`config.mk`:
```
export PLATFORM = sky130hd
export DESIGN_NAME = msix_cap_engine
export DESIGN_NICKNAME = d
export VERILOG_FILES = /design/src/rtl/msix_pkg.sv /design/src/rtl/msix_rr_arbiter.sv /design/src/rtl/msix_cap_engine.sv
export SDC_FILE = /design/constraint.sdc
export NUM_CORES = 1
export LEC_CHECK = 0
export ABC_AREA = 1
export CAP_MARGIN = 30
export CORE_MARGIN = 8
export CORE_UTILIZATION = 35
export CTS_CLUSTER_DIAMETER = 200
export DETAILED_ROUTE_END_ITERATION = 8
export MAX_ROUTING_LAYER = met4
export PLACE_DENSITY_LB_ADDON = 0.2
export SLEW_MARGIN = 5
export SYNTH_ARGS = -nofsm -noshare
export SYNTH_HDL_FRONTEND = slang
export SYNTH_HIERARCHICAL = 1
export SYNTH_SLANG_ARGS = --single-unit
```
`constraint.sdc`:
```
create_clock -name clk -period 1.9 [get_ports clk]
set_input_delay 0.285 -clock clk [delete_from_list [all_inputs] [get_ports clk]]
set_output_delay 0.285 -clock clk [all_outputs]
set_load 0.005 [all_outputs]
```
`src/rtl/msix_pkg.sv`:
```
// Shared constants, state encoding and helpers for the MSI-X capability engine.
package msix_pkg;

    localparam logic [7:0] MSIX_CAP_ID   = 8'h11;

    localparam logic [1:0] MSIX_DW_CTRL  = 2'd0;
    localparam logic [1:0] MSIX_DW_TABLE = 2'd1;
    localparam logic [1:0] MSIX_DW_PBA   = 2'd2;

    localparam int unsigned MSIX_ENABLE_BIT = 31;
    localparam int unsigned MSIX_FMASK_BIT  = 30;

    localparam logic [2:0] MSIX_MAX_BIR_T0 = 3'd5;
    localparam logic [2:0] MSIX_MAX_BIR_T1 = 3'd1;

    typedef enum logic {IDLE, ISSUE} msix_state_e;

    // Table spans 16 bytes per vector, the PBA qword 8 bytes; widened to avoid wrap.
    function automatic logic msix_overlap(logic [31:0] tbl_off, logic [31:0] pba_off,
                                          int unsigned num_vec);
        logic [33:0] w_tbl_lo;
        logic [33:0] w_tbl_hi;
        logic [33:0] w_pba_lo;
        logic [33:0] w_pba_hi;
        w_tbl_lo = {2'b00, tbl_off};
        w_tbl_hi = w_tbl_lo + 34'(16 * num_vec);
        w_pba_lo = {2'b00, pba_off};
        w_pba_hi = w_pba_lo + 34'd8;
        return (w_tbl_lo < w_pba_hi) && (w_pba_lo < w_tbl_hi);
    endfunction

endpackage

```
`src/rtl/msix_rr_arbiter.sv`:
```
// Combinational round-robin picker: first set request at or after ptr, wrapping.
module msix_rr_arbiter
    import msix_pkg::*;
#(
    parameter int unsigned N  = 8,
    parameter int unsigned IW = (N > 1) ? $clog2(N) : 1
) (
    input  logic [N-1:0]  req,
    input  logic [IW-1:0] ptr,
    output logic [IW-1:0] gnt_idx,
    output logic          any_gnt
);

    int          w_idx;
    logic [IW-1:0] w_sel;

    // Scan from farthest to nearest so the closest request to ptr wins last.
    always_comb begin
        gnt_idx = '0;
        any_gnt = 1'b0;
        w_idx   = 0;
        w_sel   = '0;
        for (int k = int'(N) - 1; k >= 0; k--) begin
            w_idx = (int'(ptr) + k) % int'(N);
            w_sel = IW'(w_idx);
            if (req[w_sel]) begin
                gnt_idx = w_sel;
                any_gnt = 1'b1;
            end
        end
    end

endmodule

```
`src/rtl/msix_cap_engine.sv`:
```
// MSI-X capability registers, per-vector mask/pending state and round-robin message issue.
module msix_cap_engine
    import msix_pkg::*;
#(
    parameter int unsigned NUM_VECTORS  = 8,
    parameter logic [31:0] TABLE_OFFSET = 32'h0000_0000,
    parameter logic [2:0]  TABLE_BIR    = 3'd0,
    parameter logic [31:0] PBA_OFFSET   = 32'h0000_0800,
    parameter logic [2:0]  PBA_BIR      = 3'd0,
    parameter bit          TYPE1        = 1'b0,
    parameter logic [7:0]  NEXT_PTR     = 8'h00,
    parameter int unsigned IDX_W        = (NUM_VECTORS > 1) ? $clog2(NUM_VECTORS) : 1
) (
    input  logic                   clk,
    input  logic                   rst_n,
    input  logic                   cfg_rd_en,
    input  logic                   cfg_wr_en,
    input  logic [1:0]             cfg_addr,
    input  logic [3:0]             cfg_byte_en,
    input  logic [31:0]            cfg_wdata,
    output logic [31:0]            cfg_rdata,
    output logic                   cfg_rd_valid,
    input  logic                   vec_mask_wr_en,
    input  logic [IDX_W-1:0]       vec_mask_idx,
    input  logic                   vec_mask_wdata,
    output logic [63:0]            pba_rdata,
    input  logic [NUM_VECTORS-1:0] irq_req,
    output logic                   msg_valid,
    output logic [IDX_W-1:0]       msg_vector,
    input  logic                   msg_ready,
    output logic                   msix_enable,
    output logic                   function_mask,
    output logic                   param_error
);

    localparam logic [2:0]  MAX_BIR   = TYPE1 ? MSIX_MAX_BIR_T1 : MSIX_MAX_BIR_T0;
    localparam logic [10:0] TBL_SIZE  = 11'(NUM_VECTORS - 1);
    localparam bit          PARAM_ERR = (TABLE_BIR > MAX_BIR) || (PBA_BIR > MAX_BIR) ||
                                        (TABLE_OFFSET[2:0] != 3'd0) ||
                                        (PBA_OFFSET[2:0] != 3'd0) ||
                                        ((TABLE_BIR == PBA_BIR) &&
                                         msix_overlap(TABLE_OFFSET, PBA_OFFSET, NUM_VECTORS));

    logic                   r_enable;
    logic                   r_fmask;
    logic [NUM_VECTORS-1:0] r_mask;
    logic [NUM_VECTORS-1:0] r_pending;
    msix_state_e            r_state;
    logic                   r_msg_valid;
    logic [IDX_W-1:0]       r_msg_vector;
    logic [IDX_W-1:0]       r_rr_ptr;
    logic [31:0]            r_cfg_rdata;
    logic                   r_cfg_rd_valid;

    logic                   w_ctrl_wr;
    logic                   w_enable_d;
    logic                   w_fmask_d;
    logic [31:0]            w_rd_mux;
    logic                   w_handshake;
    logic [NUM_VECTORS-1:0] w_clr;
    logic [NUM_VECTORS-1:0] w_pending_d;
    logic [NUM_VECTORS-1:0] w_eligible;
    logic [IDX_W-1:0]       w_gnt_idx;
    logic                   w_any_gnt;
    logic                   w_unused_cfg;

    assign w_ctrl_wr    = cfg_wr_en && (cfg_addr == MSIX_DW_CTRL) && cfg_byte_en[3];
    assign w_enable_d   = w_ctrl_wr ? cfg_wdata[MSIX_ENABLE_BIT] : r_enable;
    assign w_fmask_d    = w_ctrl_wr ? cfg_wdata[MSIX_FMASK_BIT] : r_fmask;
    assign w_unused_cfg = ^{cfg_wdata[29:0], cfg_byte_en[2:0]};

    always_comb begin
        w_rd_mux = 32'd0;
        case (cfg_addr)
            MSIX_DW_CTRL:  w_rd_mux = {r_enable, r_fmask, 3'b000, TBL_SIZE, NEXT_PTR, MSIX_CAP_ID};
            MSIX_DW_TABLE: w_rd_mux = {TABLE_OFFSET[31:3], TABLE_BIR};
            MSIX_DW_PBA:   w_rd_mux = {PBA_OFFSET[31:3], PBA_BIR};
            default:       w_rd_mux = 32'd0;
        endcase
    end

    assign w_handshake = r_msg_valid & msg_ready;

    always_comb begin
        w_clr = '0;
        if (w_handshake) w_clr[r_msg_vector] = 1'b1;
    end

    // A new event on the vector being acknowledged survives the clear.
    assign w_pending_d = (r_pending & ~w_clr) | (irq_req & {NUM_VECTORS{r_enable}});
    assign w_eligible  = r_pending & ~r_mask & {NUM_VECTORS{r_enable & ~r_fmask}};

    msix_rr_arbiter #(
        .N  (NUM_VECTORS),
        .IW (IDX_W)
    ) u_arb (
        .req     (w_eligible),
        .ptr     (r_rr_ptr),
        .gnt_idx (w_gnt_idx),
        .any_gnt (w_any_gnt)
    );

    always_ff @(posedge clk or negedge rst_n) begin
        if (!rst_n) begin
            r_enable       <= 1'b0;
            r_fmask        <= 1'b0;
            r_mask         <= '1;
            r_pending      <= '0;
            r_cfg_rdata    <= 32'd0;
            r_cfg_rd_valid <= 1'b0;
        end else begin
            r_enable       <= w_enable_d;
            r_fmask        <= w_fmask_d;
            r_pending      <= w_pending_d;
            r_cfg_rd_valid <= cfg_rd_en;
            if (cfg_rd_en) r_cfg_rdata <= w_rd_mux;
            if (vec_mask_wr_en && (32'(vec_mask_idx) < NUM_VECTORS)) begin
                r_mask[vec_mask_idx] <= vec_mask_wdata;
            end
        end
    end

    // Once presented, a message is only withdrawn by clearing Enable.
    always_ff @(posedge clk or negedge rst_n) begin
        if (!rst_n) begin
            r_state      <= IDLE;
            r_msg_valid  <= 1'b0;
            r_msg_vector <= '0;
            r_rr_ptr     <= '0;
        end else begin
            case (r_state)
                IDLE: begin
                    if (w_any_gnt && w_enable_d) begin
                        r_msg_vector <= w_gnt_idx;
                        r_msg_valid  <= 1'b1;
                        r_state      <= ISSUE;
                    end
                end
                ISSUE: begin
                    if (w_handshake) begin
                        r_msg_valid <= 1'b0;
                        r_state     <= IDLE;
                        r_rr_ptr    <= (32'(r_msg_vector) == NUM_VECTORS - 1) ? '0 :
                                       r_msg_vector + IDX_W'(1);
                    end else if (!w_enable_d) begin
                        r_msg_valid <= 1'b0;
                        r_state     <= IDLE;
                    end
                end
                default: begin
                    r_msg_valid <= 1'b0;
                    r_state     <= IDLE;
                end
            endcase
        end
    end

    assign cfg_rdata     = r_cfg_rdata;
    assign cfg_rd_valid  = r_cfg_rd_valid;
    assign pba_rdata     = 64'(r_pending);
    assign msg_valid     = r_msg_valid;
    assign msg_vector    = r_msg_vector;
    assign msix_enable   = r_enable;
    assign function_mask = r_fmask;
    assign param_error   = PARAM_ERR;

endmodule

```
Word-level counts from Yosys, hierarchy flattened
Index checks and enable logic that the tools add are counted.
Cells by class
  divide/modulo/power cells: 0
  bitwise logic cells: 11
  multipliers: 0
  reduce and logical (&&, ||, !) cells: 9
  add/subtract/negate cells: 8
  multiplexer cells: 49
  shift operators: 0
  eq/ne operators: 4
  order comparisons: 12
Operator list (number)
  case mux 32 bit (2 select lines): 1
  < comparator 3 x 4 -> 1 bit, second input constant: 10
  bitwise AND 8 bit: 4
  two-way mux 3 bit: 9
  two-way mux 1 bit: 25
  binary-select mux 1 bit (select 3 bit): 8
  NOT 8 bit: 2
  adder 3 bit, second input constant: 4
  bitwise mux 8 bit: 1
  two-way mux 8 bit: 1
  OR 8 bit: 1
  adder 3 x 1 -> 3 bit, second input constant: 2
  adder 3 x 2 -> 3 bit, second input constant: 2
  demux 1 bit (select 3 bit): 2
  >= comparator 3 x 1 -> 1 bit, second input constant: 2
  AND reduction 2 bit: 3
  logical AND 1 bit: 5
  case mux 1 bit (2 select lines): 2
  == test 3 bit, second input constant: 1
  != test 3 x 2 -> 1 bit, second input constant: 1
  bitwise AND 1 bit: 2
  == test 2 bit, second input constant: 1
  logical NOT 2 bit: 1
  != test 2 bit, second input constant: 1
  NOT 1 bit: 2
Word-level totals
  input port bits: 56
  memories: 0
  ROM bits: 0
  output and inout port bits: 104
  register bits after elaboration: 59
  latch bits: 0
  word-level logic and storage cells: 103
  bits in writable memories: 0

Logic depth before layout (Yosys ltp)
  depth in word-level cells: 16
  gate-level depth with buffers: 18
  depth with buffers taken out: 17

Modules after synthesis
The synthesis kept the hierarchy.
Modules (own cells, without submodules)
  msix_cap_engine: area an instance 2089.5 um^2, cells each 244, instances 1, seq. area each 785.8 um^2
  msix_rr_arbiter: area an instance 739.5 um^2, cells each 122, instances 1, seq. area each 0.0 um^2

Worst setup path after synthesis
Ideal clock, no wire load.
  path type: reg2reg
  from: register r_enable, in the netlist msix_enable
  to: register r_msg_vector[2], in the netlist msg_vector[2]
  arrival: 2.012 ns
  cell stages (with the launch flop): 15
  data required time: 1.779 ns
  buffers on the path: 1
  path slack: -0.233 ns
  cells stage by stage: dfrtp_1 -> buf_2 -> nand2_2 -> nor3b_1 -> nand2_1 -> nand3_1 -> nand3_1 -> nand2_1 -> nor4_1 -> nand4_1 -> inv_1 -> nor2_1 -> nand3_4 -> nand2_1 -> o21ai_1
Between the ends
  longest elaborated chain between the ends: 14
  elaborated cells between the ends (all ways): 37
Ends and longest elaborated chain
  from (decl): line msix_cap_engine.sv:44  | logic r_enable;
  from (signal assigned): line msix_cap_engine.sv:112  | r_enable <= w_enable_d;
  bitwise AND 1 bit (*): line msix_cap_engine.sv:91  | assign w_eligible = r_pending & ~r_mask & {NUM_VECTORS{r_enable & ~r_fmask}};
  bitwise AND 8 bit (*): line msix_cap_engine.sv:91
  via w_eligible[1]: line msix_cap_engine.sv:62  | logic [NUM_VECTORS-1:0] w_eligible;
  binary-select mux 1 bit (select 3 bit): line msix_rr_arbiter.sv:26  | if (req[w_sel]) begin
  two-way mux 1 bit (implied by the code): line msix_rr_arbiter.sv:26
  two-way mux 1 bit (7 in series): line msix_rr_arbiter.sv:26
  two-way mux 1 bit (*): line msix_rr_arbiter.sv:26
  via w_any_gnt: line msix_cap_engine.sv:64  | logic w_any_gnt;
  logical AND 1 bit (*): line msix_cap_engine.sv:133  | if (w_any_gnt && w_enable_d) begin
  AND reduction 2 bit (no line) (*)
  to (signal assigned): line msix_cap_engine.sv:134  | r_msg_vector <= w_gnt_idx;
  to (decl): line msix_cap_engine.sv:50  | logic [IDX_W-1:0] r_msg_vector;
The timed path passes the listed nets; every way through them passes the cells marked *. The select of a mux whose other input is x is not followed.
A chain may end at the register's enable or synchronous reset.

Worst setup path after layout
  from: register r_fmask, in the netlist function_mask
  to: register r_msg_vector[2], in the netlist msg_vector[2]
Between the ends
  longest elaborated chain between the ends: 15
  elaborated cells between the ends (all ways): 37
Ends and longest elaborated chain
  from (decl): line msix_cap_engine.sv:45  | logic r_fmask;
  from (signal assigned): line msix_cap_engine.sv:113  | r_fmask <= w_fmask_d;
  NOT 1 bit (*): line msix_cap_engine.sv:91
  bitwise AND 1 bit (*): line msix_cap_engine.sv:91
  bitwise AND 8 bit (*): line msix_cap_engine.sv:91
  via w_eligible[1]: line msix_cap_engine.sv:62
  binary-select mux 1 bit (select 3 bit): line msix_rr_arbiter.sv:26
  two-way mux 1 bit (implied by the code): line msix_rr_arbiter.sv:26
  two-way mux 1 bit (7 in series): line msix_rr_arbiter.sv:26
  two-way mux 1 bit (*): line msix_rr_arbiter.sv:26
  via w_any_gnt: line msix_cap_engine.sv:64
  logical AND 1 bit (*): line msix_cap_engine.sv:133
  AND reduction 2 bit (no line) (*)
Marked as above.

==> flow_summary.yaml <==
global_routing:
  grt-ovfl-total: 0
  grt_pass1_vias: 2369
  antenna_found_initial: 0
  grt_pass1_wl_mm: 11.6
  grt_max_degree: 32
  grt_usage_pct: 12.6
setup_path:
  cp.arrival_ns: 2.23
  startpoint_type: "flip-flop"
  crit_path_cell_trace: "inv_2 > nand2_8 > nor3b_4 > buf_4 > nand2_4 > nand3_2 > and2_4 > nand2_4 > nand2_4 > nor2_4 > nand4_1 > inv_1 > nor2_2 > nand3_4 > nand2_1 > o21ai_1"
  path_max_fanout: 8
  critPathSlowestCell: "dfrtp_1"
  required_ns: 2.07
  r2r_cells: 16
  critPathMaxStageDelay_ns: 0.39
  path_common_cell: "nand2_4"
  worst_setup_path_end_kind: "flip-flop"
  worst-setup-path-type: "reg2reg"
finish:
  multi_input_area_um2: 1640
  layout.area.seq_um2: 788
  fin_util_pct: 45.5
  syn_to_final_growth_pct: 25.0
  drive_above_1_share_pct: 28.7
  num-fill-cells: 789
  design_area_um2: 3540
  instances_no_fill: 548
  nNetsFinal: 505
  diodes: 0
timing:
  min_period_ns: 2.07
  max_freq_ghz: 0.484
  rsz0062_at_grt: "yes"
  maxSlewViolCount: 0
  hold_violations: 0
  skew_ns: 0.00422
  setup_ws_ns: -0.165
  setup_viol: 5
  period_share_pct: 109
synth:
  yosysTopAreaCell: "buf_4"
  synth_flop_cell: "dfrtp_1"
  synth-edff-count: 0
  yosysWarningCount: 6
  async_flop_share_pct: 100
  avgSynthCellArea_um2: 7.73
  synth_most_common_cell: "buf_4"
  synth_cell_types: 38
  synthTopCellsByCount: "buf_4 (86), nand2_1 (68), inv_1 (25), nand3_1 (25), dfrtp_1 (23)"
  postSynthCellCount: 366
  synth_seq_cells: 31
  syn-cell-area_um2: 2830
  synth_top_cells_by_area: "buf_4 (23%), dfrtp_1 (20%), nand2_1 (9.0%), dfstp_2 (7.4%), nand3_2 (5.0%)"
  yosys.area.top_type_share_pct: 22.8
  yosysSeqAreaShare_pct: 27.8
clock_network:
  cts_tree: "built"
  cts_sinks: 31
  hold_buffers: 0
  clockBufferDepth: 2
  clk_pin_slew_worst_paths_ns: 0.06
  clk_root_buffer_cell: "clkbuf_8"
  clock_latency_ns: 0.28
  htreeDepth: 2
  numCtsBuffers: 5
route:
  top_layer: "met4"
  first_pass_iters: 4
  drtIter0Drc: 32
  ant_nets: 0
  wl_per_cell_um: 12.7
  wirelength_met1_mm: 3.00
  met2_length_mm: 3.50
  totalWireLength_mm: 6.94
  drc: 0
  vias: 2304
  vias_per_cell: 4.20
  met3WireLength_um: 400
run_status:
  violations: "setup timing"
  status: "finished with violations"
die:
  die_h_um: 106
  die-area_um2: 11200
  rows: 32
  fp.dieW_um: 106
  start_util_pct: 36.4
  ioPinCount: 160
  core_area_um2: 7770
job:
  maxCapViolations: 0
place:
  gp_congestion: 0.870
  io_buffer_count: 45
  dpl-instance-area_um2: 3350
  dp_hpwl_mm: 5.81
  pre_cts_ws_ns: -0.161
  dp.cells: 536
power:
  ir_drop_uv: 639
  power_w: 0.00527
  p_leak_nw: 1.72
  p_per_area_nw_per_um2: 1490
min_path:
  worstHoldPathType: "in2async"
-- cells in the final DEF (no fill, tap or decap), types with 2 or more instances in the layout --
cell,netlist,layout
dfrtp_1,23,21
nand2_1,68,63
nand2_4,4,4
nor3b_4,0,5
o22ai_1,2,2
nor2_4,3,3
inv_2,10,8
dfstp_2,8,8
nor2_2,3,4
o21ai_1,15,15
o21ai_0,2,2
nand3_2,14,18
buf_4,86,36
inv_1,25,25
ha_1,4,3
a31oi_1,8,8
nor2_1,9,8
conb_1,1,81
clkdlybuf4s50_1,0,45
nand2_2,14,18
clkbuf_1,0,3
nor3b_2,0,2
inv_4,1,2
clkbuf_8,0,5
nand3b_1,2,2
a21oi_1,15,15
nand3_1,25,21
dfrtp_2,0,2
-- critical path, delay by kind of cell, from the launching register on --
family | cells | cell delay, ns
AO/OA/AOI/OAI | 1 | 0.06
buffers and inverters | 3 | 0.33
flip-flops | 1 | 0.39
AND/OR/NAND/NOR | 12 | 1.17
-- worst paths after layout --
check	startpoint	slack [ns]	endpoint
min in group clk	cfg_rdata[11]	0.52	cfg_rdata[11]
max in group asynchronous	rst_n	1.18	r_mask[2]
setup / recovery	function_mask	-0.17	msg_vector[2]
hold / removal	rst_n	0.40	cfg_rdata[31]
setup reg to reg	function_mask	-0.17	msg_vector[2]
hold reg to reg	cfg_rdata[11]	0.52	cfg_rdata[11]
-- logic make-up (layout without fill, tap and decap cells) --
kind of cell               count (synthesis)  count (layout)  synth area share [%]
and+or+nand+nor                          155             155                  30.4
adders and majority gates                  4               4                  1.77
muxes                                      1               1                 0.398
xor gates and xnor gates                   1               1                 0.973
buffers and inverters                    128             128                  29.6
AOI/OAI and AO/OA                         45              45                  8.93
DFF                                       31              31                  27.8
other                                      1              81                 0.133
-- flip-flops by register name, summed over array words and instances (netlist names) --
signal,flops
function_mask,1
msg_valid,1
cfg_rd_valid,1
r_state,1
r_pending,8
cfg_rdata,4
r_mask,8
r_rr_ptr,3
msg_vector,3
msix_enable,1
-- layer usage --
metal	GRT usage (%)	vias up
met1	15.3	1056
met5	-	-
met2	20.6	74
li1	-	1170
met3	2.66	4
met4	3.32	0
-- layout make-up --
type                    instances  area share, %
clock buffers                   8           2.26
repair buffers                 82           20.9
well taps                     102           3.61
multi-input cells             287           46.4
flip-flops and latches         31           22.3
inverters                      38           4.53
-- report_power, final --
group	total (W)	switching (W)	internal [W]	leakage, nW
logic	0.00372	0.00206	0.00166	1.35
clock network	0.000494	0.000235	0.000260	0.0395
registers	0.00105	0.000197	0.000855	0.339
total	0.00527	0.00250	0.00278	1.72
-- metrics by stage --
stage	hold slack, ns	TNS (ns)
final	0.401	-0.705
after global routing	0.438	-1.45
after CTS	0.404	-0.684
after detailed placement	0.499	-0.689
after global placement	0.487	-0.550
after floorplan	-0.0106	-0.0669
-- what timing repair did --
action / 4_1_cts / 5_1_grt
gates resized for setup: 4 / 11
endpoints found under the setup margin: 5 / 5
pin swaps: 2 / 4
buffers inserted: 2 / 2
Power figures use the tool's default switching activity.
==> RTL edit 1, RTL diff (same flow settings) <==
`NUM_VECTORS`: 8 -> 16.
--- a/src/rtl/msix_cap_engine.sv
+++ b/src/rtl/msix_cap_engine.sv
@@ -2,7 +2,7 @@
 module msix_cap_engine
     import msix_pkg::*;
 #(
-    parameter int unsigned NUM_VECTORS  = 8,
+    parameter int unsigned NUM_VECTORS  = 16,
     parameter logic [31:0] TABLE_OFFSET = 32'h0000_0000,
     parameter logic [2:0]  TABLE_BIR    = 3'd0,
     parameter logic [31:0] PBA_OFFSET   = 32'h0000_0800,
Ports: changed (resized irq_req, msg_vector and vec_mask_idx); port bits go from 160 to 170. The function was not compared with the original's and may differ.
==> RTL edit 1 against the original RTL <==
The run still ends with negative setup slack left. Highest routed layer unchanged. Synthesized cell count up 95%. Power grew to 2.9 times the old value. Synthesized area grew 63%. Worst setup slack worse by 0.74 ns. Sequential cell count increased by 18. Wire length grew 130%. Largest cell class unchanged. Maximum frequency fell by 26%. Cell area increased by 94%. First-iteration DRC count rose to 11 times the old value. Via count rose by 120%.
==> RTL edit 1: results (changes against the original RTL) <==
stage,metric,value,unit,change
run_status,outcome,finished with violations,,unchanged
run_status,failing checks,negative setup slack,,unchanged
routing,DR vias/cell,4.66,,was 4.20
sta,# setup viols final,6,,was 5
cells_and_area,count of multi-input gates,582,,was 287
sta,Setup WS post-layout,-0.908,ns,was -0.165 ns
cells_and_area,multi-input gate area in the final layout,3310,um^2,was 1640 um^2
cells_and_area,Final #Nets,965,,was 505
global_routing,Tot GR Track Use,18.7,%,was 12.6%
cts,clock sink total,49,,was 31
sta,final setup TNS,-5.30,ns,was -0.705 ns
critical_path,CP startpoint,r_rr_ptr[2]$_DFFE_PN0P_,,was function_mask$_DFFE_PN0N_
pwr,internal cell power,0.00762,W,was 0.00278 W
cells_and_area,Non-Filler Instances,1066,,was 548
critical_path,Critical Path Sink,msg_valid$_DFFE_PN0P_,,was msg_vector[2]$_DFFE_PN0P_
routing,Post-Route WL,15600,um,was 6940 um
placed_design,"worst slack, placed",-1.13,ns,was -0.161 ns
cells_and_area,Layout non-clock buf frac,23.8,%,was 20.9%
cells_and_area,Non-CTS buffers,188,,was 82
cells_and_area,sequential cell area share,18.2,%,was 22.3%
global_routing,first-pass GRT wire length,24500,um,was 11600 um
cts,CTS Hold Buffers Added,1,,was 0
critical_path,Max stage delay on crit path,0.41,ns,was 0.39 ns
cts,CTS resizes,71,,was 4
synthesis,Synth cell types,40,,was 38
placed_design,placed cell area,5990,um^2,was 3350 um^2
cells_and_area,layout cell share with drive strength beyond 1,33.3,%,was 28.7%
global_routing,vias in the first global route,4857,,was 2369
pwr,Peak VDD IR,0.808,mV,was 0.639 mV
cells_and_area,final instance area,6850,um^2,was 3540 um^2
cts,postcts setup bufs,4,,was 2
==> RTL edit 1: cell count changes after synthesis, moves of 8 or more <==
| cell | change |
|---|---|
| nand2_1 | +183 |
| nand3_1 | +51 |
| o21ai_0 | +17 |
| a21oi_1 | +28 |
| nor2_1 | +13 |
| inv_1 | +26 |
| nand3_2 | -14 |
| dfstp_2 | +8 |
| dfrtp_1 | +10 |
==> RTL edit 1: metal layers <==
layer	share of wire, %	global-route usage (%)
met1	45	24.0
met2	47	30.5
met3	6.5	2.88
met4	1.5	4.39
met5	0	-
==> RTL edit 1: power groups by stage <==
stage	Sequential [W]	Combinational (W)	Clock, W
global route	0.00164	0.0137	0.00123
CTS	0.00160	0.0113	0.00119
detailed placement	0.00157	0.0105	0
floorplan	0.00151	0.00626	0
global placement	0.00158	0.0105	0
finish	0.00161	0.0124	0.00117
==> RTL edit 2, RTL diff (config.mk and constraints unchanged) <==
Made on the original files. Take the reset off `r_pending` and load it in a clocked block of its own.
--- a/src/rtl/msix_cap_engine.sv
+++ b/src/rtl/msix_cap_engine.sv
@@ -105,19 +105,21 @@
             r_enable       <= 1'b0;
             r_fmask        <= 1'b0;
             r_mask         <= '1;
-            r_pending      <= '0;
             r_cfg_rdata    <= 32'd0;
             r_cfg_rd_valid <= 1'b0;
         end else begin
             r_enable       <= w_enable_d;
             r_fmask        <= w_fmask_d;
-            r_pending      <= w_pending_d;
             r_cfg_rd_valid <= cfg_rd_en;
             if (cfg_rd_en) r_cfg_rdata <= w_rd_mux;
             if (vec_mask_wr_en && (32'(vec_mask_idx) < NUM_VECTORS)) begin
                 r_mask[vec_mask_idx] <= vec_mask_wdata;
             end
         end
+    end
+
+    always_ff @(posedge clk) begin
+        r_pending <= w_pending_d;
     end
 
     // Once presented, a message is only withdrawn by clearing Enable.
Function: differs if rst_n is asserted again (counterexample within 4 cycles, from zero or initial values and one cycle with rst_n low); with rst_n held inactive, the same outputs for 4 cycles.
==> RTL edit 2 against the original RTL <==
Synthesized cell count unchanged. The run still ends with negative setup slack left. Global-route usage is 0.52 points lower. Wire length shrank 0.26%. Critical path type unchanged. Power grew 6.3%. Cell area increased by 1.5%. Worst setup slack lost 0.0060 ns. Non-clock buffer count did not move. Synthesized area down 1.4%. Sequential cell count did not move.
==> RTL edit 2: results (changes against the original RTL) <==
stage,metric,value,unit,change
run_status,outcome,finished with violations,,unchanged
synthesis,register area share after synthesis,26.7,%,was 27.8%
floorplanning,Die Wd,105,um,was 106 um
cells_and_area,fraction of area in multi-input gates,48.3,%,was 46.4%
placed_design,post-DP HPWL,5700,um,was 5810 um
global_routing,met3 Usage GRT,2.50,%,was 2.66%
routing,metal2 WL,3470,um,was 3500 um
cells_and_area,Layout non-clock buf frac,20.3,%,was 20.9%
global_routing,largest net degree at the start of global routing,24,,was 32
pwr,internal cell power,0.00296,W,was 0.00278 W
synthesis,fraction of registers with async set/reset,74.2,%,was 100%
run_status,failing checks,negative setup slack,,unchanged
placed_design,Placer Congestion,0.801,,was 0.870
sta,final setup TNS,-0.633,ns,was -0.705 ns
cells_and_area,sequential cell area share,20.9,%,was 22.3%
synthesis,Synth cell types,39,,was 38
synthesis,Synth top cells by count,"86 x buf_4, 68 x nand2_1, 25 x inv_1, 25 x nand3_1",,"was 86 x buf_4, 68 x nand2_1, 25 x inv_1, 25 x nand3_1, 23 x dfrtp_1"
cells_and_area,clock network area share,2.51,%,was 2.26%
cells_and_area,Final Util,46.4,%,was 45.5%
global_routing,first-pass GRT wire length,11000,um,was 11600 um
sta,# setup viols final,5,,unchanged
synthesis,post-synthesis xor/xnor area fraction,0.987,%,was 0.973%
sta,Worst Skew,0.00396,ns,was 0.00422 ns
synthesis,post-synthesis adder-cell area fraction,1.79,%,was 1.77%
synthesis,mux cell area share after synthesis,0.404,%,was 0.398%
placed_design,placed cell area,3290,um^2,was 3350 um^2
sta,Setup WS post-layout,-0.172,ns,was -0.165 ns
routing,via count,2359,,was 2304
synthesis,complex-gate fraction of the synthesized area,9.06,%,was 8.93%
placed_design,placed cells,533,,was 536
pwr,Sw Pwr,0.00264,W,was 0.00250 W
-- RTL edit 2: changes by cell type after synthesis --
cell | unedited run | this run
dfrtp_1 | 23 | 15
dfxtp_1 | 0 | 8
-- RTL edit 2: path summary, 6_finish.rpt --
check	from	end	slack [ns]	depth (start not counted)
worst min register to register	r_pending[7]$_DFF_P_	r_pending[7]$_DFF_P_	0.50	2
min in group clk	r_pending[7]$_DFF_P_	r_pending[7]$_DFF_P_	0.50	2
max in group asynchronous	rst_n	r_mask[0]$_DFFE_PN1P_	1.25	2
worst min-delay path	rst_n	cfg_rdata[30]$_DFFE_PN0P_	0.36	2
worst max register to register	function_mask$_DFFE_PN0N_	msg_vector[1]$_DFFE_PN0P_	-0.17	15
worst max-delay path	function_mask$_DFFE_PN0N_	msg_vector[1]$_DFFE_PN0P_	-0.17	15
-- RTL edit 2: repair_timing --
action                                  in CTS  in global routing
pin swaps                                    8                 20
buffers inserted                             3                  4
endpoints found under the setup margin       5                  5
gates resized for setup                     11                 26
